--- config.mk ---
export PLATFORM = sky130hd
export DESIGN_NAME = count_seq_monitor
export DESIGN_NICKNAME = d
export VERILOG_FILES = /design/src/rtl/counter_pkg.sv /design/src/rtl/count_seq_monitor_sat_counter.sv /design/src/rtl/count_seq_monitor.sv
export SDC_FILE = /design/constraint.sdc
export NUM_CORES = 1
export LEC_CHECK = 0
export ABC_AREA = 0
export BUFFER_PORTS_ARGS = -buffer_cell sky130_fd_sc_hd__buf_4
export CELL_PAD_IN_SITES_DETAIL_PLACEMENT = 1
export CELL_PAD_IN_SITES_GLOBAL_PLACEMENT = 2
export CORE_MARGIN = 2
export CORE_UTILIZATION = 35
export CTS_CLUSTER_SIZE = 24
export DETAILED_ROUTE_END_ITERATION = 6
export PLACE_DENSITY_LB_ADDON = 0.05
export SYNTH_ARGS = -nofsm -noshare
export SYNTH_HDL_FRONTEND = slang
export SYNTH_SLANG_ARGS = --single-unit
--- constraint.sdc ---
create_clock -name clk -period 5.5 [get_ports clk]
set_input_delay 0.275 -clock clk [delete_from_list [all_inputs] [get_ports clk]]
set_output_delay 0.275 -clock clk [all_outputs]
set_load 0.01 [all_outputs]
--- src/rtl/counter_pkg.sv ---
// Shared definitions for the modulo counter and its sequence monitor.
//   COUNT_W     : width of the counter value bus
//   mon_state_t : monitor FSM states (SYNC = hunting for 0, TRACK = locked)
package counter_pkg;

    localparam int unsigned COUNT_W = 4;

    typedef enum logic [0:0] {
        SYNC  = 1'b0,
        TRACK = 1'b1
    } mon_state_t;

endpackage : counter_pkg

--- src/rtl/count_seq_monitor_sat_counter.sv ---
// Event counter with synchronous clear; optionally saturates at all-ones.
//   clk, rst : clock, async active-high reset
//   inc      : count one event this cycle
//   clr      : synchronous clear, wins over inc
//   q        : registered count
module sat_counter #(
    parameter int unsigned WIDTH    = 8,
    parameter bit          SATURATE = 1'b0
) (
    input  logic             clk,
    input  logic             rst,
    input  logic             inc,
    input  logic             clr,
    output logic [WIDTH-1:0] q
);

    // Hold at all-ones when saturating, otherwise wrap silently.
    always_ff @(posedge clk or posedge rst) begin
        if (rst) begin
            q <= '0;
        end else if (clr) begin
            q <= '0;
        end else if (inc) begin
            if (!(SATURATE && (&q))) begin
                q <= q + WIDTH'(1);
            end
        end
    end

endmodule : sat_counter

--- src/rtl/count_seq_monitor.sv ---
// Sequence checker for the 0..MAX_COUNT modulo counter: locks on 0, pulses
// and counts wraps, flags out-of-sequence / out-of-range values.
//   clk, rst     : clock, async active-high reset
//   count_i      : counter value, sampled every rising edge
//   clear_i      : sync clear of wrap_cnt_o, err_cnt_o, seq_err_o
//   locked_o     : high while tracking
//   wrap_pulse_o : one-cycle pulse per MAX_COUNT->0 wrap
//   wrap_cnt_o   : wrap count, modulo 2^WRAP_W
//   err_pulse_o  : one-cycle pulse per sequence error
//   seq_err_o    : sticky error flag
//   err_cnt_o    : saturating error count
module count_seq_monitor
    import counter_pkg::*;
#(
    parameter int unsigned MAX_COUNT = 13,
    parameter int unsigned WRAP_W    = 8,
    parameter int unsigned ERR_W     = 4
) (
    input  logic               clk,
    input  logic               rst,
    input  logic [COUNT_W-1:0] count_i,
    input  logic               clear_i,
    output logic               locked_o,
    output logic               wrap_pulse_o,
    output logic [WRAP_W-1:0]  wrap_cnt_o,
    output logic               err_pulse_o,
    output logic               seq_err_o,
    output logic [ERR_W-1:0]   err_cnt_o
);

    localparam logic [COUNT_W-1:0] MAX_VAL = COUNT_W'(MAX_COUNT);

    mon_state_t         state_q, state_d;
    logic [COUNT_W-1:0] prev_q, prev_d;
    logic [COUNT_W-1:0] exp_val;
    logic               wrap_ev, err_ev;

    // State, prev and one-cycle flags.
    always_ff @(posedge clk or posedge rst) begin
        if (rst) begin
            state_q      <= SYNC;
            prev_q       <= '0;
            locked_o     <= 1'b0;
            wrap_pulse_o <= 1'b0;
            err_pulse_o  <= 1'b0;
            seq_err_o    <= 1'b0;
        end else begin
            state_q      <= state_d;
            prev_q       <= prev_d;
            locked_o     <= (state_d == TRACK);
            wrap_pulse_o <= wrap_ev;
            err_pulse_o  <= err_ev;
            if (clear_i) begin
                seq_err_o <= 1'b0;
            end else if (err_ev) begin
                seq_err_o <= 1'b1;
            end
        end
    end

    // Next-state and event decode.
    always_comb begin
        state_d = state_q;
        prev_d  = prev_q;
        wrap_ev = 1'b0;
        err_ev  = 1'b0;
        exp_val = (prev_q == MAX_VAL) ? '0 : prev_q + COUNT_W'(1);

        unique case (state_q)
            SYNC: begin
                if (count_i == '0) begin
                    state_d = TRACK;
                    prev_d  = '0;
                end
            end
            TRACK: begin
                // Range check catches values above MAX_COUNT even when they
                // would equal prev+1.
                if ((count_i == exp_val) && (count_i <= MAX_VAL)) begin
                    prev_d  = count_i;
                    wrap_ev = (prev_q == MAX_VAL);
                end else begin
                    err_ev  = 1'b1;
                    state_d = SYNC;
                end
            end
            default: state_d = SYNC;
        endcase
    end

    sat_counter #(
        .WIDTH    (WRAP_W),
        .SATURATE (1'b0)
    ) u_wrap_cnt (
        .clk (clk),
        .rst (rst),
        .inc (wrap_ev),
        .clr (clear_i),
        .q   (wrap_cnt_o)
    );

    sat_counter #(
        .WIDTH    (ERR_W),
        .SATURATE (1'b1)
    ) u_err_cnt (
        .clk (clk),
        .rst (rst),
        .inc (err_ev),
        .clr (clear_i),
        .q   (err_cnt_o)
    );

endmodule : count_seq_monitor

# --- Word level (Yosys, flattened, before mapping) ---
# Index checks and enable logic that the tools add are counted.
classes:
  n_mux: 18
  magnitude_cmp: 1
  n_reduce_logical: 7
  n_addsub: 3
  n_bitwise: 1
  n_eq_ne: 5
ops:
  columns: ["op", "n"]
  rows:
  - ["$mux 4", 6]
  - ["$mux 8", 2]
  - ["$add 4x1->4 const B", 2]
  - ["$add 8x1->8 const B", 1]
  - ["$mux 1", 8]
  - ["$pmux 4 s2", 1]
  - ["$eq 4x4->1", 1]
  - ["$eq 4x4->1 const B", 1]
  - ["$le 4x4->1 const B", 1]
  - ["$logic_not 4->1", 1]
  - ["$ne 2x2->1 const B", 2]
  - ["$reduce_and 2->1", 2]
  - ["$reduce_and 4->1", 1]
  - ["$reduce_bool 2->1", 2]
  - ["$ne 2x1->1 const B", 1]
  - ["$pmux 1 s2", 1]
  - ["$logic_and 1x1->1", 1]
  - ["$not 1->1", 1]
word_totals:
  word_cells: 42
  reg_bits: 20

# --- Longest topological paths before layout ---
# Gate-level depths: netlist (run 1).
depth:
  word_depth: 8
  mapped_depth: 8

# --- Cells and area by module ---
# A second synthesis (run 1) with hierarchy kept.
unflattened:
  cells_unflattened: 106
  area_unflattened_um2: 1122.3
modules_own_cells:
  columns: ["module", "area_each_um2", "cells_each", "instances"]
  rows:
  - ["count_seq_monitor", 490.5, 47, 1]
  - ["sat_counter at u_wrap_cnt", 400.4, 38, 1]
  - ["sat_counter at u_err_cnt", 231.5, 21, 1]

# --- Worst setup path after synthesis (run 1) ---
# Ideal clock, no wire load.
synth_timing:
  path_type: "reg2reg"
  startpoint: "register prev_q[1]"
  endpoint: "register u_wrap_cnt.q[7]"
  slack_ns: 3.424
  setup_ns: 0.078
  path_buffers: 2
  stages_incl_launch_ff: 9
  arrival_time_ns: 1.998
  cell_sequence: "dfrtp_1 buf_2 and4b_4 nor3_2 o2111ai_1 or2_1 buf_6 or4_1 a21oi_1"
synth_between:
  elab_chain_len: 7
synth_rtl:
  columns: ["element", "line_no", "rtl"]
  rows:
  - ["start: declaration", "count_seq_monitor.sv:34", "logic [COUNT_W-1:0] prev_q, prev_d;"]
  - ["start signal: assignment", "count_seq_monitor.sv:49", "prev_q <= prev_d;"]
  - ["$add 4x1->4 or $eq 4x4->1 (tied branches)", "count_seq_monitor.sv:67, count_seq_monitor.sv:81", null]
  - ["$mux 4", "count_seq_monitor.sv:67", "exp_val = (prev_q == MAX_VAL) ? '0 : prev_q + COUNT_W'(1);"]
  - ["$eq 4x4->1", "count_seq_monitor.sv:79", "if ((count_i == exp_val) && (count_i <= MAX_VAL)) begin"]
  - ["$logic_and 1x1->1", "count_seq_monitor.sv:79", null]
  - ["$mux 1 *", "count_seq_monitor.sv:79", null]
  - ["$mux 1 *", "count_seq_monitor.sv:69", "unique case (state_q)"]
  - ["$reduce_bool 2->1 (no line) *", null, null]
  - ["end signal: assignment", "count_seq_monitor_sat_counter.sv:25", "q <= q + WIDTH'(1);"]
  - ["end: declaration", "count_seq_monitor_sat_counter.sv:14", "output logic [WIDTH-1:0] q"]
# Every way passes the cells marked *; elsewhere a longest branch is shown, timed or not.
# A chain may end at the register's enable or synchronous reset.

# --- Worst setup path in the final report (run 1) ---
# Ends and elaborated chain as after synthesis.

==> results of run 1 <==
==> power by group through the flow <==
stage                     sequential (W)  clock [W]  combinational (W)
after floorplan                 0.000154          0          0.0000173
after global placement          0.000155          0          0.0000257
after detailed placement        0.000155          0          0.0000264
after CTS                       0.000153  0.0000758          0.0000265
after global routing            0.000153  0.0000807          0.0000292
final                           0.000153  0.0000698          0.0000259
==> cell usage after synthesis (3+ instances only) <==
| cell | count | area share |
|---|---|---|
| nor2_1 | 8 | 0.027 |
| nand2b_1 | 3 | 0.017 |
| dfrtp_1 | 20 | 0.45 |
| inv_1 | 11 | 0.037 |
| a21oi_1 | 7 | 0.031 |
| nor2b_1 | 3 | 0.017 |
| buf_2 | 3 | 0.013 |
| nor3_1 | 5 | 0.022 |
| or3_1 | 4 | 0.022 |
| o21ai_0 | 6 | 0.027 |
| mux2i_1 | 6 | 0.053 |
| nand2_1 | 7 | 0.023 |
| nand3_1 | 4 | 0.018 |
==> how the worst max path moves through the flow <==
stage / start / endpoint / slack (ns) / depth (start not counted)
floorplan: prev_q[1] / u_wrap_cnt.q[7] / 3.42 / 8
global placement: prev_q[0] / prev_q[3] / 3.38 / 6
detailed placement: prev_q[1] / u_wrap_cnt.q[7] / 3.31 / 6
CTS: prev_q[1] / u_wrap_cnt.q[7] / 3.28 / 6
global route: prev_q[1] / u_wrap_cnt.q[6] / 3.11 / 6
finish: prev_q[1] / u_wrap_cnt.q[7] / 3.29 / 6
==> metal layers <==
metal	vias to the layer above	global-route usage	wire length [µm]
li1	467	-	-
met1	464	0.234	1290
met2	14	0.276	1320
met3	2	0.0256	83
met4	0	0.0652	15
met5	-	0	0
==> final cells by class <==
class | count | area, µm² | area share
Multi-Input combinational cell | 84 | 548 | 0.411
Sequential cell | 20 | 500 | 0.376
Inverter | 11 | 41.3 | 0.0310
Tap cell | 44 | 55.1 | 0.0413
Clock buffer | 3 | 22.5 | 0.0169
Timing Repair Buffer | 22 | 165 | 0.124
==> logic make-up after synthesis <==
| group | Yosys count | share of synthesized area |
|---|---|---|
| fa+ha+maj | 2 | 0.0223 |
| mux | 6 | 0.0535 |
| buf+inv | 17 | 0.0668 |
| flops | 20 | 0.445 |
| simple gates | 45 | 0.226 |
| compound gates | 27 | 0.155 |
| xor+xnor | 4 | 0.0312 |
==> sequential cells by signal, summed over array words and instances (netlist names) <==
signal / count
prev_q: 4
seq_err_o: 1
u_wrap_cnt.q: 8
u_err_cnt.q: 4
state_q: 1
err_pulse_o: 1
wrap_pulse_o: 1
==> critical path, delay by kind of cell (launching register included) <==
family / cells / cell delay, ns
AND/OR/NAND/NOR: 4 / 1.31
flip-flops: 1 / 0.50
AO/OA/AOI/OAI: 2 / 0.34
==> layout by cell type (no fill, tap or decap), types with 3 or more instances in the layout <==
master and instances:
a21oi_1 7, nand3_1 4, nand2b_1 3, nand2_1 7
clkbuf_4 3, mux2i_1 6, inv_1 11, buf_4 22
o21ai_0 6, nor2_1 8, nor3_1 5, or3_1 4
dfrtp_1 20, nor2b_1 3
==> per-stage QoR <==
| step | hold slack (ns) | util | std cells | setup WS (ns) |
|---|---|---|---|---|
| 6_report | 0.122 | 0.436 | 184 | 3.29 |
| 5_1_grt | 0.167 | 0.436 | 184 | 3.11 |
| 4_1_cts | 0.146 | 0.436 | 184 | 3.28 |
| 3_5_place_dp | 0.494 | 0.429 | 181 | 3.31 |
| 3_3_place_gp | 0.476 | 0.429 | 181 | 3.38 |
| 2_1_floorplan | 0.239 | - | 121 | 3.42 |
==> impl_metrics.toml, run 1 <==
[status]
outcome = "finished, final reports clean"

[sta]
rsz0062_at_grt = "false"
fmax_mhz = 453
period_minus_slack_ns = 2.21
slew_headroom = 0.465
finalSetupTns_ns = 0
fin_crit_sh = 0.402
clock-skew-final_ns = 0.00289
setup_viol = 0
tightest_slew_ns = 0.801
hold_viol = 0
drv_slew = 0

[route]
vias_per_cell = 5.15
drt_first_pass_iters = 4
postRouteAntennaNets = 0
drtIter0Drc = 39
drt-wirelength-per-cell_um = 14.7
drc = 0
vias = 947
totalWireLength_um = 2710

[critical_path]
crit_type = "reg -> reg"
path_cells = "and4b_4, nor3_2, o2111ai_1, or2_1, or4_1, a21oi_1"
crit_path_end_kind = "flip-flop"
r2r_setup_slack_ns = 3.29
slowest_delay_ns = 0.53
cp-start-kind = "flip-flop"
critPathMaxFanout = 10
reg2reg_depth = 6
rr_endpoint = "u_wrap_cnt.q[7]"
worstPathArrival_ns = 2.44
crit_slowest_cell = "or4_1"
worstReg2RegStart = "prev_q[1]"
crit_required_ns = 5.73

[grt]
track_usage = 0.172
grt_pass1_wl_um = 4710
grt_max_degree = 21
grt.overflow.total = 0
antenna_found_initial = 0
grt_pass1_vias = 1004

[logic_synthesis]
synth-seq-cells = 20
yosysSeqAreaShare = 0.445
synth_edf_count = 0
syn_inst = 121
yosysWarnings = 0
synth_area_per_cell_um2 = 9.29
ys_types = 38
synthFlopType = "dfrtp_1"
syn_nets = 130
async_reset_ff_frac = 1.00
netlist_area_um2 = 1120

[power]
p_seq_frac = 0.615
leakage_nw = 0.603
p_sw_frac = 0.255
p_int_w = 0.000185
combPwrFrac = 0.104
max-vdd-ir-drop_v = 0.0000698
p_sw_w = 0.0000632
total_power_w = 0.000248
power_frac_clock = 0.281
pwr_density_cell_nw_per_um2 = 186

[final_layout]
fin_area_um2 = 1330
fin_nets = 151
diodes = 0
nFillCells = 373
area_growth_pct = 18.6
drive_gt1_frac = 0.207

[clock_network]
clock_latency_ns = 0.30
cts_buffers = 3
root_buffer = "clkbuf_4"
clk_path_buf_depth = 2
cts_sinks = 20
cts.repair.resized = 0
ctsHoldBuffers = 0
h-tree-depth = 1
cts.clk_slew.worst_paths_ns = 0.11
cts_setup_buffers = 0
cts_tree = "yes"

[die]
die_y_um = 60.7
die-area_um2 = 3680
core_um2 = 3050
die_w_um = 60.7
rows = 20
initial_core_util = 0.368
ios = 23

[placed_design]
numPortBuffers = 22
dp_hpwl_um = 2010
routabilityCongestion = 0.779
placedInstanceArea_um2 = 1310

[flow_run]
max_cap_violations = 0

[hold_path]
min_path_type = "in -> async"
Power figures use the tool's default switching activity.
==> run 2: changes to the inputs <==
--- a/config.mk
+++ b/config.mk
@@ -10,7 +10,7 @@
 export CELL_PAD_IN_SITES_DETAIL_PLACEMENT = 1
 export CELL_PAD_IN_SITES_GLOBAL_PLACEMENT = 2
 export CORE_MARGIN = 2
-export CORE_UTILIZATION = 35
+export CORE_UTILIZATION = 32
 export CTS_CLUSTER_SIZE = 24
 export DETAILED_ROUTE_END_ITERATION = 6
 export PLACE_DENSITY_LB_ADDON = 0.05
==> constraint.sdc (replaced) <==
create_clock -name clk -period 2.2 [get_ports clk]
set_input_delay 0.11 -clock clk [delete_from_list [all_inputs] [get_ports clk]]
set_output_delay 0.11 -clock clk [all_outputs]
set_load 0.01 [all_outputs]
==> impl_metrics.toml, run 2 (synthesized netlist as in run 1, its figures left out) <==
[status]
outcome = "finished, final reports clean"

[sta]
fmax_mhz = 471
hold_viol = 0
tightest_slew_ns = 0.831
slew_headroom = 0.445
drv_slew = 0
period_minus_slack_ns = 2.12
clock-skew-final_ns = 0.00458
setup_viol = 0
fin_crit_sh = 0.964

[clock_network]
clock_latency_ns = 0.30
root_buffer = "clkbuf_4"
cts_tree = "yes"
h-tree-depth = 1
cts_sinks = 20
clk_path_buf_depth = 2
cts_buffers = 3
cts.clk_slew.worst_paths_ns = 0.12

[final_layout]
area_growth_pct = 28.8
regArea_um2 = 505
layout_common_cells = "buf_4 (31), dfrtp_1 (16), inv_1 (11)"
drive_gt1_frac = 0.305
diodes = 0
fin_nets = 161
multi_input_area_um2 = 564
top_register = "u_wrap_cnt.q"
final_common_cell = "buf_4"
reg_top3 = "u_wrap_cnt.q: 8 flops, prev_q: 4 flops, u_err_cnt.q: 4 flops"
fin_area_um2 = 1450
nFillCells = 412
largest_reg_flops = 8

[route]
vias_per_cell = 5.15
drtIter0Drc = 41
postRouteAntennaNets = 0
drt-wirelength-per-cell_um = 14.4
drc = 0
totalWireLength_um = 2840
drt_first_pass_iters = 4
vias = 1014

[power]
leakage_nw = 0.657
max-vdd-ir-drop_v = 0.000221
pwr_density_cell_nw_per_um2 = 469
total_power_w = 0.000679

[die]
die-area_um2 = 4000
ios = 23
initial_core_util = 0.334
die_y_um = 63.3
die_w_um = 63.3
rows = 21
core_um2 = 3360

[critical_path]
crit_path_end_kind = "flip-flop"
cp-start-kind = "flip-flop"
crit_required_ns = 2.44
critPathMaxFanout = 7
worstPathArrival_ns = 2.36
crit_type = "reg -> reg"

[placed_design]
numPortBuffers = 22
placedInstanceArea_um2 = 1340
dp_hpwl_um = 2080
routabilityCongestion = 0.785

[grt]
grt_pass1_wl_um = 4650
antenna_found_initial = 0
grt_max_degree = 21
grt.overflow.total = 0
track_usage = 0.146
grt_pass1_vias = 1016

[flow_run]
max_cap_violations = 0

[hold_path]
min_path_type = "in -> reg"
==> run 2: cell types whose count changed in the layout (fill, tap and decap cells not counted), sizes merged <==
cell,delta
dlygate4sd3,+1
buf,+9
clkbuf,+1
==> run 2: worst paths after layout <==
path                       startpoint              end  slack [ns]  depth (start not counted)
setup reg to reg            prev_q[3]  u_wrap_cnt.q[6]        0.08                          6
hold reg to reg             seq_err_o        seq_err_o        0.54                          2
max in group asynchronous         rst        prev_q[0]        1.12                          3
setup / recovery            prev_q[3]  u_wrap_cnt.q[6]        0.08                          6
hold / removal             count_i[0]        prev_q[0]        0.05                          3
min in group asynchronous         rst   u_err_cnt.q[2]        0.51                          3
==> run 2: routing by layer <==
layer	vias to the layer above	wire length, µm	global-route usage	share of wire
met5	-	0	0	0
met4	0	20	0.0489	0.0070
met3	2	73	0.0196	0.026
met2	14	1390	0.245	0.49
met1	510	1360	0.194	0.48
li1	488	-	-	-
==> run 2: final cells by class <==
cell class	count	share of cell area
clock buffer	4	0.0251
inverter	11	0.0285
multi-input combinational	84	0.390
sequential	20	0.349
tap	46	0.0398
timing repair buffer	32	0.168
==> run 2: worst max-delay path: stages (launching register included) <==
cell,delay (ns)
dfrtp_2,0.47
and4b_4,0.34
o21a_1,0.16
o2111ai_2,0.13
or4_4,0.46
or3_1,0.36
a21oi_1,0.14
==> run 2: stage by stage <==
stage               setup slack (ns)   util  cells  setup TNS, ns  hold WS (ns)
floorplan                      0.124      -    121              0        0.0738
global placement               0.115  0.399    187              0         0.320
detailed placement          -0.00721  0.399    187       -0.00721         0.329
CTS                           0.0147  0.413    192              0        0.0474
global route                -0.00790  0.430    197       -0.00790        0.0474
finish                        0.0781  0.430    197              0        0.0544
==> run 2: timing repair <==
action | 4_1_cts | 5_1_grt
resized for setup | 0 | 7
hold buffers | 1 | 0
setup endpoints to repair | 1 | 7
endpoints found under the hold margin | 20 | 0
cloned | 0 | 0
pin swaps | 1 | 1
buffers inserted | 0 | 5
==> run 2: power by group <==
group	leakage, nW	switching [W]	total [W]	internal (W)
combinational	0.365	0.0000419	0.0000748	0.0000329
clock	0.0210	0.000122	0.000223	0.000101
sequential	0.272	0.00000856	0.000382	0.000373
total	0.657	0.000172	0.000679	0.000507
==> run 3: changes to the inputs <==
--- a/config.mk
+++ b/config.mk
@@ -9,9 +9,9 @@
 export BUFFER_PORTS_ARGS = -buffer_cell sky130_fd_sc_hd__buf_4
 export CELL_PAD_IN_SITES_DETAIL_PLACEMENT = 1
 export CELL_PAD_IN_SITES_GLOBAL_PLACEMENT = 2
-export CORE_MARGIN = 2
 export CORE_UTILIZATION = 32
-export CTS_CLUSTER_SIZE = 24
+export CTS_BUF_LIST = sky130_fd_sc_hd__clkbuf_16
+export CTS_CLUSTER_SIZE = 28
 export DETAILED_ROUTE_END_ITERATION = 6
 export PLACE_DENSITY_LB_ADDON = 0.05
 export SYNTH_ARGS = -nofsm -noshare
==> impl_metrics.toml, run 3 (synthesized netlist as in run 1, its figures left out) <==
[sta]
fin_crit_sh = 0.966
slew_headroom = 0.456
drv_slew = 0
fmax_mhz = 470
clock-skew-final_ns = 0.00405
hold_viol = 0
finalSetupTns_ns = 0
tightest_slew_ns = 0.815
setup_viol = 0
period_minus_slack_ns = 2.13

[route]
met2WireLength_um = 1340
drtIter0Drc = 49
drt-wirelength-per-cell_um = 14.8
vias_per_cell = 5.19
wl_met3_um = 80
top_layer = "met4"
drt_first_pass_iters = 3
postRouteAntennaNets = 0
met1Wirelength_um = 1340
vias = 987
totalWireLength_um = 2810
drc = 0

[final_layout]
nFillCells = 395
fin_nets = 155
largest_reg_flops = 8
layout_common_cells = "buf_4 (26), dfrtp_1 (16), inv_1 (11)"
top_register = "u_wrap_cnt.q"
diodes = 0
reg_top3 = "u_wrap_cnt.q: 8 flops, prev_q: 4 flops, u_err_cnt.q: 4 flops"
area_growth_pct = 29.5
fin_area_um2 = 1460
drive_gt1_frac = 0.292
final_common_cell = "buf_4"

[placed_design]
numPortBuffers = 22
placedInstanceArea_um2 = 1340
dp_hpwl_um = 1950
routabilityCongestion = 0.774

[die]
ios = 23
initial_core_util = 0.337
die_y_um = 61.3
core_um2 = 3340
rows = 21
die-area_um2 = 3750
die_w_um = 61.3

[grt]
grt_pass1_vias = 925
antenna_found_initial = 0
track_usage = 0.158
grt_max_degree = 21
grt_pass1_wl_um = 4300
grt.overflow.total = 0

[power]
max-vdd-ir-drop_v = 0.000332
p_sw_w = 0.000182
p_int_w = 0.000643
pwr_density_cell_nw_per_um2 = 567
power_frac_clock = 0.449
p_sw_frac = 0.220
p_seq_frac = 0.465
combPwrFrac = 0.087
leakage_nw = 0.645

[critical_path]
slowest_delay_ns = 0.46
worstPathArrival_ns = 2.31
crit_required_ns = 2.38
crit_type = "reg -> reg"
path_cells = "and4b_4, o21a_1, o2111ai_2, or4_4, or3_1, a21oi_1"
crit_path_end_kind = "flip-flop"
crit_slowest_cell = "or4_4"
cp-start-kind = "flip-flop"
critPathMaxFanout = 5

[status]
outcome = "finished, final reports clean"

[clock_network]
cts_sinks = 20
h-tree-depth = 1
root_buffer = "clkbuf_16"
cts_tree = "yes"
clock_latency_ns = 0.25
ctsHoldBuffers = 0
cts_buffers = 3
cts.clk_slew.worst_paths_ns = 0.06
clk_path_buf_depth = 2

[hold_path]
min_path_type = "in -> async"

[flow_run]
max_cap_violations = 0
[run 3: cell types whose count changed in the layout (fill, tap and decap cells not counted), sizes merged]
cell and change:
buf -5, clkbuf -1, dlygate4sd3 -1
[run 3: repair_timing]
item	CTS	global route
gates resized for setup	1	9
endpoints found under the hold margin	0	0
pin swaps	0	1
endpoints found under the setup margin	1	7
setup buffers	0	1
[run 3: power groups by stage]
stage          clock [W]  sequential [W]  combinational (W)
6_report        0.000370        0.000383          0.0000717
5_1_grt         0.000395        0.000384          0.0000798
3_3_place_gp           0        0.000388          0.0000648
4_1_cts         0.000383        0.000382          0.0000659
2_1_floorplan          0        0.000384          0.0000432
3_5_place_dp           0        0.000389          0.0000658
[run 3: worst paths after layout]
| path | start | end | slack, ns | depth (start not counted) |
|---|---|---|---|---|
| hold reg to reg | seq_err_o | seq_err_o | 0.50 | 2 |
| max in group asynchronous | rst | prev_q[0] | 1.61 | 2 |
| setup reg to reg | prev_q[3] | u_wrap_cnt.q[6] | 0.07 | 6 |
| setup / recovery | prev_q[3] | u_wrap_cnt.q[6] | 0.07 | 6 |
| hold / removal | rst | u_wrap_cnt.q[5] | 0.02 | 2 |
| min in group clk | count_i[0] | prev_q[0] | 0.13 | 3 |
[run 3: final cells by class]
class,count,area (µm²),share of cell area
inverter,11,41.3,0.0284
clock buffer,3,75.1,0.0516
tap,46,57.6,0.0396
timing repair buffer,26,195,0.134
sequential,20,505,0.347
multi-input combinational,84,581,0.399
[run 3: per-stage QoR]
stage	total power, W	setup slack (ns)	utilization	hold slack [ns]	instances
after detailed placement	0.000455	0.0185	0.400	0.332	186
final	0.000825	0.0741	0.436	0.0233	190
after global placement	0.000453	0.0918	0.400	0.329	186
after floorplan	0.000427	0.124	-	0.0738	121
after global routing	0.000858	-0.0294	0.436	0.0880	190
after CTS	0.000832	0.0109	0.423	0.0559	189
[run 3: critical path, delay by kind of cell, from the launching register on]
kind,cells,cell delay (ns)
simple gates,3,1.17
compound gates,3,0.46
flops,1,0.43
[run 3: metal layers]
metal / global-route usage / up-vias
met5: 0 / -
met4: 0.0779 / 0
met3: 0.0147 / 5
met2: 0.255 / 17
met1: 0.213 / 492
li1: - / 473
